$ cat src/rtl/wwm_projectile_pkg.sv
// Shared types and fixed-point constants for the World War Math projectile engine.
package wwm_projectile_pkg;

    // One-hot flight states.
    typedef enum logic [2:0] {
        ST_AIM  = 3'b001,
        ST_FLY  = 3'b010,
        ST_HOLD = 3'b100
    } state_t;

    // Q-format widths: positions Q10.4 unsigned, velocities signed 1/16 px/frame.
    localparam int unsigned POS_W = 14;
    localparam int unsigned VEL_W = 12;
    localparam int unsigned FRAC  = 4;

    // Screen limits in integer pixels and in Q10.4.
    localparam logic [9:0]       SCREEN_MAX = 10'd1023;
    localparam logic [POS_W-1:0] POS_MAX    = 14'd16383;

    // Clamp a signed intermediate position into 0..POS_MAX so edges never wrap.
    function automatic logic [POS_W-1:0] clamp_pos(input logic signed [15:0] s);
        if (s < 16'sd0)
            return '0;
        else if (s > 16'sd16383)
            return POS_MAX;
        else
            return s[POS_W-1:0];
    endfunction

endpackage

$ cat src/rtl/wwm_trig_lut.sv
// Combinational Q0.7 cosine/sine table for angles 10..80 degrees in 10-degree steps.
module wwm_trig_lut
    import wwm_projectile_pkg::*;
(
    input  logic [2:0]  idx,
    output logic [15:0] cos_sin
);

    // Table lookup: upper byte cosine, lower byte sine.
    always_comb begin
        cos_sin = '0;
        case (idx)
            3'd0: cos_sin = {8'd125, 8'd22};
            3'd1: cos_sin = {8'd119, 8'd43};
            3'd2: cos_sin = {8'd110, 8'd64};
            3'd3: cos_sin = {8'd97,  8'd82};
            3'd4: cos_sin = {8'd82,  8'd97};
            3'd5: cos_sin = {8'd64,  8'd110};
            3'd6: cos_sin = {8'd43,  8'd119};
            3'd7: cos_sin = {8'd22,  8'd125};
            default: cos_sin = '0;
        endcase
    end

endmodule

$ cat src/rtl/wwm_projectile.sv
// Aiming and ballistic flight engine: aim counters, launch velocity, per-frame integration.
module wwm_projectile
    import wwm_projectile_pkg::*;
#(
    parameter logic [9:0] START_X = 10'd200,
    parameter logic [9:0] START_Y = 10'd460,
    parameter logic [7:0] GRAV    = 8'd4,
    parameter logic [2:0] ANG_RST = 3'd3,
    parameter logic [3:0] PWR_RST = 4'd8
) (
    input  logic       clk,
    input  logic       Reset,
    input  logic       frameTick,
    input  logic       q_I,
    input  logic       q_P1Shoot,
    input  logic       q_Animate,
    input  logic       q_Done,
    input  logic       angleUp,
    input  logic       angleDown,
    input  logic       powerUp,
    input  logic       powerDown,
    output logic [9:0] projectileCenterX,
    output logic [9:0] projectileCenterY,
    output logic [2:0] angleIdx,
    output logic [3:0] power,
    output logic       inFlight
);

    localparam logic [POS_W-1:0] START_PX = {START_X, 4'b0000};
    localparam logic [POS_W-1:0] START_PY = {START_Y, 4'b0000};

    state_t                   state_q, state_d;
    logic [2:0]               angle_q, angle_d;
    logic [3:0]               power_q, power_d;
    logic [POS_W-1:0]         pos_x_q, pos_x_d, pos_y_q, pos_y_d;
    logic signed [VEL_W-1:0]  vx_q, vx_d, vy_q, vy_d;

    logic [15:0]              cos_sin;
    logic [11:0]              prod_cos, prod_sin;
    logic signed [VEL_W-1:0]  aim_vx, aim_vy;
    logic [POS_W-1:0]         step_x, step_y;
    logic signed [VEL_W:0]    vy_sum;
    logic signed [VEL_W-1:0]  vy_next;

    wwm_trig_lut u_trig (
        .idx     (angle_q),
        .cos_sin (cos_sin)
    );

    // Launch velocity: (power * trig) >> 3, vertical component negated because Y grows downward.
    always_comb begin
        prod_cos = {8'b0, power_q} * {4'b0, cos_sin[15:8]};
        prod_sin = {8'b0, power_q} * {4'b0, cos_sin[7:0]};
        aim_vx   = $signed({3'b000, prod_cos[11:3]});
        aim_vy   = -$signed({3'b000, prod_sin[11:3]});
    end

    // One flight step: move with the old velocity, clamp positions, then apply gravity with saturation.
    always_comb begin
        step_x = clamp_pos($signed({2'b00, pos_x_q}) + $signed({{4{vx_q[VEL_W-1]}}, vx_q}));
        step_y = clamp_pos($signed({2'b00, pos_y_q}) + $signed({{4{vy_q[VEL_W-1]}}, vy_q}));
        vy_sum = $signed({vy_q[VEL_W-1], vy_q}) + $signed({5'b00000, GRAV});
        if (vy_sum > 13'sd2047)
            vy_next = 12'sd2047;
        else
            vy_next = vy_sum[VEL_W-1:0];
    end

    // Aim counters: adjust only while the SM is in the shoot state; opposing pulses cancel.
    always_comb begin
        angle_d = angle_q;
        power_d = power_q;
        if (q_P1Shoot) begin
            if (angleUp && !angleDown && angle_q != 3'd7)
                angle_d = angle_q + 3'd1;
            else if (angleDown && !angleUp && angle_q != 3'd0)
                angle_d = angle_q - 3'd1;
            if (powerUp && !powerDown && power_q != 4'd15)
                power_d = power_q + 4'd1;
            else if (powerDown && !powerUp && power_q != 4'd1)
                power_d = power_q - 4'd1;
        end
    end

    // Flight FSM and datapath next-state; exits take priority over a coincident frame tick.
    always_comb begin
        state_d = state_q;
        pos_x_d = pos_x_q;
        pos_y_d = pos_y_q;
        vx_d    = vx_q;
        vy_d    = vy_q;
        case (state_q)
            ST_AIM: begin
                pos_x_d = START_PX;
                pos_y_d = START_PY;
                vx_d    = aim_vx;
                vy_d    = aim_vy;
                if (q_Animate)
                    state_d = ST_FLY;
            end
            ST_FLY: begin
                if (q_P1Shoot || q_I) begin
                    state_d = ST_AIM;
                    pos_x_d = START_PX;
                    pos_y_d = START_PY;
                end else if (q_Done) begin
                    state_d = ST_HOLD;
                end else if (frameTick) begin
                    pos_x_d = step_x;
                    pos_y_d = step_y;
                    vy_d    = vy_next;
                end
            end
            ST_HOLD: begin
                if (q_I || q_P1Shoot) begin
                    state_d = ST_AIM;
                    pos_x_d = START_PX;
                    pos_y_d = START_PY;
                end
            end
            default: begin
                state_d = ST_AIM;
                pos_x_d = START_PX;
                pos_y_d = START_PY;
            end
        endcase
    end

    // State and datapath registers with asynchronous reset.
    always_ff @(posedge clk or posedge Reset) begin
        if (Reset) begin
            state_q <= ST_AIM;
            angle_q <= ANG_RST;
            power_q <= PWR_RST;
            pos_x_q <= START_PX;
            pos_y_q <= START_PY;
            vx_q    <= '0;
            vy_q    <= '0;
        end else begin
            state_q <= state_d;
            angle_q <= angle_d;
            power_q <= power_d;
            pos_x_q <= pos_x_d;
            pos_y_q <= pos_y_d;
            vx_q    <= vx_d;
            vy_q    <= vy_d;
        end
    end

    assign projectileCenterX = pos_x_q[POS_W-1:FRAC];
    assign projectileCenterY = pos_y_q[POS_W-1:FRAC];
    assign angleIdx          = angle_q;
    assign power             = power_q;
    assign inFlight          = (state_q == ST_FLY);

endmodule

$ cat config.mk
export PLATFORM = sky130hd
export DESIGN_NAME = wwm_projectile
export DESIGN_NICKNAME = d
export VERILOG_FILES = /design/src/rtl/wwm_projectile_pkg.sv /design/src/rtl/wwm_trig_lut.sv /design/src/rtl/wwm_projectile.sv
export SDC_FILE = /design/constraint.sdc
export NUM_CORES = 1
export LEC_CHECK = 0
export CAP_MARGIN = 20
export CORE_MARGIN = 2
export CORE_UTILIZATION = 55
export DETAILED_ROUTE_END_ITERATION = 8
export PLACE_DENSITY = 0.75
export SYNTH_ARGS = -nofsm -noshare
export SYNTH_HDL_FRONTEND = slang
export SYNTH_HIERARCHICAL = 1
export SYNTH_SLANG_ARGS = --single-unit
$ cat constraint.sdc
create_clock -name clk -period 12.2 [get_ports clk]
set_clock_uncertainty 0.05 [all_clocks]
set_input_delay 1.22 -clock clk [delete_from_list [all_inputs] [get_ports clk]]
set_output_delay 1.22 -clock clk [all_outputs]
set_load 0.02 [all_outputs]
* Word level (Yosys, flattened, before mapping) *
Memory sizes are Yosys's and may differ from the RTL's.
Index checks and enable logic that the tools add are counted.

word-level totals
  bits in registers = 59
  bits in latches = 0
  memory bits (writable) = 0
  bits in read-only memories = 112
  output and inout bits = 28
  logic and storage cells = 87
  memories kept = 1

cells by class
  add/subtract/negate cells = 8
  multiply operators = 2
  divide/modulo/power cells = 0
  magnitude comparators = 5
  eq/ne operators = 14
  shift operators = 0
  multiplexer cells = 28
  bitwise gates (word level) = 0
  reduce and logical (&&, ||, !) cells = 22

memories
  memory            depth  bits a word  rd ports  clocked after memory_dff  wr ports  RTL line            source
  (name not given)  8      14           1         0                         0         wwm_trig_lut.sv:12  case (idx)

operator list
  kind                                                                                number
  14-bit 2-to-1 mux                                                                   12
  14-bit case mux with 2 select lines                                                 2
  12-bit 2-to-1 mux                                                                   4
  4-bit by 8-bit multiplier with 12-bit output                                        2
  12-bit case mux with 2 select lines                                                 1
  3-bit 2-to-1 mux                                                                    6
  15-bit by 12-bit adder with 16-bit output                                           1
  16-bit by 15-bit greater-than comparator with 1-bit output (second input constant)  1
  16-bit by 1-bit less-than comparator with 1-bit output (second input constant)      1
  14-bit by 9-bit adder with 15-bit output                                            1
  15-bit by 14-bit greater-than comparator with 1-bit output (second input constant)  1
  15-bit by 1-bit less-than comparator with 1-bit output (second input constant)      1
  12-bit by 4-bit adder with 13-bit output (second input constant)                    1
  13-bit by 12-bit greater-than comparator with 1-bit output (second input constant)  1
  9-bit negator with 12-bit output                                                    1
  2-bit != test (second input constant)                                               5
  3-bit by 2-bit != test with 1-bit output (second input constant)                    3
  3-bit case mux with 3 select lines                                                  1
  1-bit logical AND                                                                   8
  4-bit 2-to-1 mux                                                                    2
  3-bit AND reduction                                                                 2
  2-bit nonzero test                                                                  3
  4-bit by 1-bit adder with 4-bit output (second input constant)                      1
  1-bit zero test                                                                     4
  other kinds (13)                                                                    14

* Depth between registers and ports, before layout *
Gate-level depths: netlist of the first run.

  depth in word-level cells = 8
  depth in mapped cells = 18

* Hierarchy *
Netlist of the first run, hierarchy kept.

by module, submodules not included
  module          instances  cells each  area each (sq um)  sequential area each (sq um)
  wwm_projectile  1          727         6017.0             1491.4
  wwm_trig_lut    1          37          294.0              0.0

* Least setup slack after synthesis of the first run *
OpenSTA, ideal clock, no wires.

  kind = register to register
  from = register angle_q[0], in the netlist angleIdx[0]
  to = register vy_q[11]
  library setup time = 137 ps
  arrival time = 4670 ps
  data required time = 12013 ps
  path slack = 7343 ps
  stages on the path, launching flop included = 19
  clock period less this slack = 4857 ps
  cell sequence = dfstp_2 > inv_1 > ha_1 > nand2_1 > o21ai_2 > and2_1 > fa_1 > inv_1 > fa_1 > inv_1 > ha_1 > nor2b_1 > o21a_1 > or3_1 > a21oi_1 > o2111ai_1 > or4_1 > nor2_1 > a21oi_1

between the ends
  word-level cells in the longest chain between the ends = 4

RTL lines
  element                                       RTL line               source
  start, declared                               wwm_projectile.sv:33   logic [2:0] angle_q, angle_d;
  start signal, assigned                        wwm_projectile.sv:141  angle_q <= angle_d;
  memory 8 x 14 bit                             n/a
  net cos_sin[1]                                wwm_projectile.sv:38   logic [15:0] cos_sin;
  4-bit by 8-bit multiplier with 12-bit output  wwm_projectile.sv:53   prod_sin = {8'b0, power_q} * {4'b0, cos_sin[7:0]};
  9-bit negator with 12-bit output              wwm_projectile.sv:55   aim_vy = -$signed({3'b000, prod_sin[11:3]});
  12-bit case mux with 2 select lines           wwm_projectile.sv:92   case (state_q)
  end signal, assigned                          wwm_projectile.sv:146  vy_q <= vy_d;
  end, declared                                 wwm_projectile.sv:36   logic signed [VEL_W-1:0] vx_q, vx_d, vy_q, vy_d;

The timed path passes the listed nets, and every way through them passes these cells.
A chain may end at the register's enable or synchronous reset.

* Worst setup path after layout of the first run *
Ends and elaborated chain as after synthesis.

==> metrics.md, run 1 <==
| Metric | Value |
|---|---|
| Outcome | finished clean |
| Postcts setup bufs | 0 |
| Final RePlAce weighted congestion | 0.975 |
| Max cap viols | 0 |
| Worst rel slew slack | 0.359 |
| Synth async-reset ratio | 1.00 |
| Final global-route overflow total | 0 |
| Crit Path Max Fanout | 12 |
| Fin crit period | between 5 and 6 ns |
| Cell family contributing the most delay on the critical path | adder cells |
| Initial antenna violation count | 0 |
| Min-delay worst type | reg -> reg |
| Skew-Pair Late Insertion Delay | 0.33 ns |
| Crit path buffers/inverters | 3 |
| Filler Cell Count | between 900 and 1,000 |
| Synthesis-to-layout area growth | 9.81% |
| Worst R2R Setup Slack | between 6 and 7 ns |
| Arr. time, crit path | 5.37 ns |
| Distinct cells, synth | 67 |
| Slowest CP cell | dfstp_2 |
| Crit. End Element | register |
| Die X | 111 um |
| Hold path endpoint | vx_q[3] |
| Fraction of final layout cells sized beyond drive strength 1 | 0.0644 |
| Top FF cell, synth | dfrtp_1 |
| Max Clk Rate | 0.192 GHz |
| Register area share after synthesis | 0.236 |
| Number of global-route vias before repair | 5,253 |
| Via count | 5,397 |
| Setup violations, final | 0 |
| Initial Utilization | 0.557 |
| Critical Path Source Type | register |
| Post-route ant nets | 0 |
| IO Port Bufs | 38 |
| Cell mode on critical path | inv_1 |
| Routed WL per cell | 15.4 um |
| IO Pins | 39 |
| Leading cell type in the layout, fill and taps excluded | nand2_1 |
| Initial DRC Count | 419 |
| N_diodes | 0 |
| Crit Path Category | reg -> reg |
| Setup TNS Final | 0 ns |
| Yosys warning count | 6 |
| Reg-to-reg endpoint | vy_q[11] |
| Post_cts resized | 0 |
| Hold Path Stages | 2 |
| Cts bufs inserted | 9 |
| Clock Path Buffers | 2 |
| Mapped Area | 0.00631 mm2 |
| TritonCTS sink count | 59 |
| First-pass GRT wire length | 24,200 um |
| Core ar. | roughly 0.011 mm2 |
| Post-Route WL | approximately 14,000 um |
| Worst EP required | 12.35 ns |
| Number of synthesized flops with an enable pin | 0 |
| Largest area contributor in the netlist | dfrtp_1 |
| CTS tree | yes |
| DIE AREA | roughly 0.012 mm2 |
| Worst path cell trace | inv_1 > ha_1 > nand2_1 > o21ai_2 > and2_1 > fa_1 > inv_1 > fa_1 > inv_1 > ha_1 > nor2b_1 > o21a_1 > or3_1 > a21oi_1 > o2111ai_1 > or4_1 > nor2_1 > a21oi_1 |
| Hold_buf cts | 0 |
| DP HPWL | roughly 11,000 um |
| Final period util | 0.428 |
| CTS root buffer | clkbuf_16 |
| Yosys top cell area share | 0.186 |
| DR pass1 iterations | 5 |
| Remaining DRCs | 0 |
| Critical hold path startpoint | vx_q[3] |
| Post-Syn Instances | 764 |
| CTS clk-pin slew, worst paths | 0.06 ns |
| Via/cell ratio | 5.87 |
| RSZ-0062 raised after global routing | false |
| Main area contributors after synthesis | dfrtp_1 (19%), ha_1 (13%), fa_1 (8.6%), nand2_1 (5.7%), dfstp_2 (5.0%) |
| Pins Over Slew Limit | 0 |
| Die height | 111 um |
| Final net count | 876 |
| Pin count of the biggest net entering global routing | 60 |
| Syn_area_per_cell | 8.26 um2 |
| CP peak stage delay | 0.68 ns |
| R2r worst-path depth | 18 |
| Most frequent cells in the layout | nand2_1 (95), ha_1 (66), a21oi_1 (57) |
| Gr usage total | 0.234 |
| H-tree level count | 3 |
| #FFs+latches synth | 59 |
| R2R Path Start | angleIdx[0] |
| Worst slew pin tran | 0.959 ns |
| Core Util, Final | 0.612 |
| Final hold vios | 0 |
| Core Rows | 39 |
[metrics by stage]
stage | instances | cell area [um2] | setup WS, ns | hold slack, ns
finish | 920 | 6930 | 6.98 | 0.436
detailed placement | 903 | 6610 | 7.00 | 0.430
CTS | 919 | 6930 | 6.99 | 0.443
global placement | 903 | 6610 | 7.23 | 0.419
floorplan | 765 | 6310 | 7.34 | 0.400
global route | 920 | 6930 | 6.69 | 0.456
[Yosys cell counts (all sizes together) (6+ instances only)]
cell type,instances
a21o,15
a21oi,60
a31oi,12
and2,39
and3,8
buf,25
clkbuf,20
dfrtp,47
dfstp,12
fa,27
ha,66
inv,55
nand2,96
nand2b,10
nand3,10
nor2,53
nor2b,8
nor3,11
o21ai,60
o22ai,6
xnor2,23
xor2,20
[metal layers]
| metal | vias to the layer above | wire [um] | track usage |
|---|---|---|---|
| li1 | 2644 | - | - |
| met1 | 2566 | 6260 | 0.296 |
| met2 | 158 | 6980 | 0.413 |
| met3 | 29 | 578 | 0.0241 |
| met4 | 0 | 320 | 0.0881 |
| met5 | - | 0 | 0 |
[sequential cells by signal (all words and copies together) (netlist names)]
name,count
vx_q,9
angleIdx,3
state_q,3
pos_y_q,14
pos_x_q,14
power,4
vy_q,12
[final cells by class]
type / instances / area, um2 / share of cell area
Clock buffer: 11 / 233 / 0.0336
Clock inverter: 5 / 86.3 / 0.0125
Inverter: 55 / 206 / 0.0298
Multi-Input combinational cell: 606 / 4330 / 0.625
Sequential cell: 59 / 1490 / 0.215
Tap cell: 143 / 179 / 0.0258
Timing Repair Buffer: 41 / 400 / 0.0578
[kinds of logic after synthesis]
family                     share of synthesized area
other                                       0.000594
DFF                                            0.236
muxes                                        0.00337
adders and majority gates                      0.216
and+or+nand+nor                                0.197
buffers and inverters                         0.0775
AOI/OAI and AO/OA                              0.209
xor gates and xnor gates                      0.0597
[worst max-delay path by stage]
stage | from | endpoint | slack (ns) | cells after the start
6_report | angleIdx[0] | vy_q[11] | 6.98 | 18
3_3_place_gp | angleIdx[0] | vy_q[11] | 7.23 | 18
5_1_grt | angleIdx[0] | vy_q[11] | 6.69 | 18
3_5_place_dp | angleIdx[0] | vy_q[11] | 7.00 | 18
4_1_cts | angleIdx[0] | vy_q[11] | 6.99 | 18
2_1_floorplan | angleIdx[0] | vy_q[11] | 7.34 | 18
[tightest hold or removal path, stage by stage (launching register included)]
cell	delay, ns
dfrtp_1	0.35
nand2_1	0.05
o21ai_0	0.06
Power of run 1 is not shown: default switching activity piles up to over one toggle a cycle in this logic, so the estimate is an artifact.
==> inputs of run 2 (changes only) <==
==> constraint.sdc (replaced) <==
create_clock -name clk -period 4.9 [get_ports clk]
set_clock_uncertainty 0.05 [all_clocks]
set_input_delay 0.49 -clock clk [delete_from_list [all_inputs] [get_ports clk]]
set_output_delay 0.49 -clock clk [all_outputs]
set_load 0.02 [all_outputs]
==> metrics.md, run 2 (synthesis results as in run 1) <==
| Metric | Value |
|---|---|
| Die height | 111 um (unchanged) |
| Post-Route WL | 14,100 um (-0.47%) |
| Hold_buf cts | 0 (unchanged) |
| Final global-route overflow total | 0 (unchanged) |
| Initial DRC Count | 344 (-18%) |
| Cell family contributing the most delay on the critical path | adder cells |
| Arr. time, crit path | 4.87 ns (-0.50 ns) |
| Setup TNS Final | 0 ns (unchanged) |
| Post-route ant nets | 0 (unchanged) |
| First-pass GRT wire length | 24,600 um (+1.7%) |
| N_diodes | 0 (unchanged) |
| TritonCTS sink count | 59 (unchanged) |
| DR pass1 iterations | 5 (unchanged) |
| CP peak stage delay | 0.56 ns (-0.12 ns) |
| Crit Path Max Fanout | 5 (-7) |
| Remaining DRCs | 0 (unchanged) |
| CTS tree | yes |
| CTS clk-pin slew, worst paths | 0.06 ns (about the same) |
| IO Port Bufs | 38 (unchanged) |
| Final RePlAce weighted congestion | 0.907 (-7.0%) |
| Setup violations, final | 0 (unchanged) |
| Max cap viols | 0 (unchanged) |
| Pins Over Slew Limit | 0 (unchanged) |
| Worst EP required | 5.06 ns (-7.29 ns) |
| Most frequent cells in the layout | nand2_1 (95), ha_1 (64), a21oi_1 (55) |
| Via/cell ratio | 5.76 (-1.8%) |
| DIE AREA | 0.0123 mm2 (unchanged) |
| Fin crit period | 4.71 ns (-0.506 ns) |
| IO Pins | 39 (unchanged) |
| Core ar. | 0.0113 mm2 (unchanged) |
| Worst path cell trace | inv_1 > ha_1 > nand2b_1 > nand2_1 > nand2_1 > fa_1 > inv_1 > fa_1 > inv_1 > fa_1 > nor2b_2 > o211ai_1 > a21boi_2 > o21a_1 > o2111ai_2 > or4_4 > nor2_1 > a211oi_1 |
| Pin count of the biggest net entering global routing | 60 (unchanged) |
| Worst slew pin tran | 1.03 ns (+0.0687 ns) |
| Cts bufs inserted | 9 (unchanged) |
| H-tree level count | 3 (unchanged) |
| Largest regs | pos_x_q (14), pos_y_q (14), vy_q (12) |
| Crit path buffers/inverters | 3 (unchanged) |
| Die X | 111 um (unchanged) |
| Slowest CP cell | fa_1 |
| Worst rel slew slack | 0.314 (-0.0459) |
| Synthesis-to-layout area growth | 11.7% |
| Core Rows | 39 (unchanged) |
| Final hold vios | 0 (unchanged) |
| DP HPWL | 11,000 um (+2.0%) |
| Initial Utilization | 0.557 (unchanged) |
| Max Clk Rate | 0.212 GHz (+11%) |
| Routed WL per cell | 15.1 um (-1.4%) |
| Outcome | finished clean |
| Number of global-route vias before repair | 5,386 (+2.5%) |
| Gr usage total | 0.238 (+0.00400) |
| Clock Path Buffers | 2 (unchanged) |
| Min-delay worst type | reg -> reg |
| Initial antenna violation count | 0 (unchanged) |
| Final net count | 885 (+1.0%) |
| Crit. End Element | register |
| Via count | 5,353 (-0.82%) |
| Critical Path Source Type | register |
| Final period util | 0.962 (+0.534) |
| Leading cell type in the layout, fill and taps excluded | nand2_1 |
| Fraction of final layout cells sized beyond drive strength 1 | 0.0941 (+0.0298) |
| CTS root buffer | clkbuf_16 |
| Skew-Pair Late Insertion Delay | 0.34 ns (about the same) |
| Crit Path Category | reg -> reg |
[run 2: cell count changes in the layout (fill, tap and decap cells not counted), moves of 2 or more]
| cell | previous run | this run |
|---|---|---|
| a21oi_1 | 57 | 55 |
| bufinv_16 | 2 | 0 |
| buf_4 | 2 | 11 |
| clkbuf_1 | 2 | 0 |
| clkinv_2 | 0 | 2 |
| a21oi_2 | 3 | 5 |
| ha_4 | 0 | 2 |
| ha_1 | 66 | 64 |
[run 2: metal layers]
metal / track usage / up-vias / routed length (um)
li1: - / 2664 / -
met1: 0.309 / 2536 / 6400
met2: 0.414 / 132 / 6920
met3: 0.0208 / 21 / 462
met4: 0.0897 / 0 / 295
met5: 0 / - / 0
[run 2: cell type report]
class / instances / area (um2)
clock buffers: 9 / 225
well taps: 143 / 179
multi-input cells: 606 / 4430
flip-flops and latches: 59 / 1490
repair buffers: 50 / 468
clock inverters: 7 / 52.6
inverters: 55 / 206
fillers: 953 / 4270
[run 2: stage by stage]
step	hold WS [ns]	worst slack, ns	utilization	std cells	cell area (um2)
after global routing	0.481	-0.0144	0.623	929	7050
after CTS	0.441	0.0137	0.613	926	6940
after detailed placement	0.426	-0.0329	0.588	910	6660
after floorplan	0.400	0.0426	-	765	6310
after global placement	0.420	0.141	0.588	910	6660
final	0.441	0.185	0.623	929	7050
[run 2: what timing repair did]
| action | CTS | global route |
|---|---|---|
| setup buffers | 0 | 2 |
| pin swaps | 0 | 3 |
| resized for setup | 2 | 14 |
| endpoints found under the setup margin | 3 | 5 |
[run 2: worst reg2reg max path: stages, from the launching register on]
cell and delay, ns:
dfstp_2 0.52, inv_1 0.11, ha_1 0.21, nand2b_1 0.17
nand2_1 0.15, nand2_1 0.10, fa_1 0.56, inv_1 0.06
fa_1 0.56, inv_1 0.07, fa_1 0.46, nor2b_2 0.16
o211ai_1 0.12, a21boi_2 0.18, o21a_1 0.20, o2111ai_2 0.17
or4_4 0.55, nor2_1 0.12, a211oi_1 0.06
[run 2: worst paths after layout]
| check | startpoint | end | slack (ns) | cells past startpoint |
|---|---|---|---|---|
| hold / removal | vx_q[0] | vx_q[0] | 0.44 | 2 |
| setup reg to reg | angleIdx[1] | vy_q[10] | 0.19 | 18 |
| hold reg to reg | vx_q[0] | vx_q[0] | 0.44 | 2 |
| min in group asynchronous | Reset | pos_x_q[13] | 0.65 | 3 |
| max in group asynchronous | Reset | vy_q[7] | 3.66 | 3 |
| setup / recovery | angleIdx[1] | vy_q[10] | 0.19 | 18 |
Power of run 2 is left out for the same reason.
==> inputs of run 3 (changes only) <==
--- a/config.mk
+++ b/config.mk
@@ -9,6 +9,7 @@
 export CORE_MARGIN = 2
 export CORE_UTILIZATION = 55
 export DETAILED_ROUTE_END_ITERATION = 8
+export GPL_ROUTABILITY_DRIVEN = 0
 export PLACE_DENSITY = 0.75
 export SYNTH_ARGS = -nofsm -noshare
 export SYNTH_HDL_FRONTEND = slang
==> metrics.md, run 3 (synthesis results as in run 1) <==
| Metric | Value |
|---|---|
| Max Clk Rate | 0.212 GHz (+0.11%) |
| Arr. time, crit path | 4.85 ns (-0.02 ns) |
| Via/cell ratio | 5.84 (+1.3%) |
| Fin crit period | 4.71 ns (-0.00505 ns) |
| Worst EP required | 5.04 ns (-0.02 ns) |
| Leading cell type in the layout, fill and taps excluded | nand2_1 |
| Post-route ant nets | 0 (unchanged) |
| DIE AREA | 0.0123 mm2 (unchanged) |
| Skew-Pair Late Insertion Delay | 0.34 ns (about the same) |
| Core Util, Final | 0.623 (about the same) |
| Outcome | finished clean |
| DP HPWL | 10,700 um (-2.4%) |
| CTS clk-pin slew, worst paths | 0.06 ns (about the same) |
| Fraction of final layout cells sized beyond drive strength 1 | 0.0994 (+0.00522) |
| TritonCTS sink count | 59 (unchanged) |
| Crit Path Max Fanout | 5 (unchanged) |
| Number of global-route vias before repair | 5,278 (-2.0%) |
| Pins Over Slew Limit | 0 (unchanged) |
| First-pass GRT wire length | 24,100 um (-2.0%) |
| Gr usage total | 0.233 (-0.00438) |
| Core ar. | 0.0113 mm2 (unchanged) |
| IO Port Bufs | 38 (unchanged) |
| H-tree level count | 3 (unchanged) |
| Final net count | 884 (-0.11%) |
| Largest regs | pos_x_q (14), pos_y_q (14), vy_q (12) |
| Post-Route WL | 14,000 um (-0.41%) |
| Min-delay worst type | in -> async |
| Worst slew pin tran | 0.973 ns (-0.0547 ns) |
| Dpl cells | 910 (unchanged) |
| Hold_buf cts | 0 (unchanged) |
| Final period util | 0.961 (-0.00103) |
| Clock Path Buffers | 2 (unchanged) |
| Die X | 111 um (unchanged) |
| Initial DRC Count | 375 (+9.0%) |
| Pin count of the biggest net entering global routing | 46 (-23%) |
| Critical Path Source Type | register |
| Final global-route overflow total | 0 (unchanged) |
| Post-Layout Cell Count | 928 (-0.11%) |
| Routed WL per cell | 15.1 um (-0.30%) |
| Initial Utilization | 0.557 (unchanged) |
| Via count | 5,415 (+1.2%) |
| Synthesis-to-layout area growth | 11.8% (about the same) |
| CTS tree | yes |
| Max cap viols | 0 (unchanged) |
| N_diodes | 0 (unchanged) |
| Worst rel slew slack | 0.350 (+0.0365) |
| DR pass1 iterations | 5 (unchanged) |
| Initial antenna violation count | 0 (unchanged) |
| Final hold vios | 0 (unchanged) |
| Setup violations, final | 0 (unchanged) |
| Crit. End Element | register |
| CTS root buffer | clkbuf_16 |
| Core Rows | 39 (unchanged) |
| Cts bufs inserted | 9 (unchanged) |
| Filler Cell Count | 992 (+4.1%) |
| Die height | 111 um (unchanged) |
| Remaining DRCs | 0 (unchanged) |
| Crit Path Category | reg -> reg |
| IO Pins | 39 (unchanged) |
| Most frequent cells in the layout | nand2_1 (93), ha_1 (62), a21oi_1 (55) |
run 3: through the flow:
step	hold slack [ns]	setup TNS, ns	setup slack [ns]	cell area (um2)
6_report	0.374	0	0.190	7050
5_1_grt	0.401	-0.171	-0.0767	7050
4_1_cts	0.366	0	0.0373	6960
3_5_place_dp	0.432	-0.00926	-0.00926	6660
3_3_place_gp	0.420	0	0.137	6660
2_1_floorplan	0.400	0	0.0426	6310
run 3: worst paths after layout:
kind	slack, ns	to	cells past startpoint	startpoint
setup / recovery	0.19	vy_q[11]	18	angleIdx[1]
hold / removal	0.37	pos_x_q[4]	2	Reset
setup reg to reg	0.19	vy_q[11]	18	angleIdx[1]
hold reg to reg	0.45	vx_q[5]	2	vx_q[5]
max in group asynchronous	3.47	angleIdx[2]	3	Reset
min in group clk	0.45	vx_q[5]	2	vx_q[5]
run 3: area by class of cell:
| class | instances | area [um2] | area share |
|---|---|---|---|
| multi-input cells | 606 | 4410 | 0.625 |
| well taps | 143 | 179 | 0.0254 |
| clock inverters | 7 | 76.3 | 0.0108 |
| repair buffers | 49 | 460 | 0.0653 |
| clock buffers | 9 | 225 | 0.0319 |
| flip-flops and latches | 59 | 1490 | 0.212 |
| inverters | 55 | 210 | 0.0298 |
run 3: timing repair:
action / 4_1_cts / 5_1_grt
gates resized for setup: 2 / 20
endpoints found under the hold margin: 0 / 0
buffers inserted: 0 / 1
gates cloned: 0 / 0
setup endpoints to repair: 2 / 5
pin swaps: 0 / 8
run 3: layer usage:
layer  track usage  share of wire
met2         0.413           0.50
met4        0.0807          0.016
met1         0.293           0.45
met3        0.0312          0.037
met5             0              0
run 3: worst max-delay path, cell delays in order (launching register included):
cell and delay [ns]:
dfstp_2 0.55, clkinvlp_4 0.15, ha_1 0.21, nand2b_1 0.19, nand2_2 0.13, nand2_1 0.09
fa_1 0.57, inv_1 0.06, fa_1 0.56, inv_1 0.06, fa_1 0.44, nor2b_1 0.17
o211ai_1 0.13, a21boi_2 0.21, o21a_1 0.21, o2111ai_2 0.17, or4_4 0.47, nor2_4 0.10
a21oi_1 0.05
Power of run 3 is left out for the same reason.
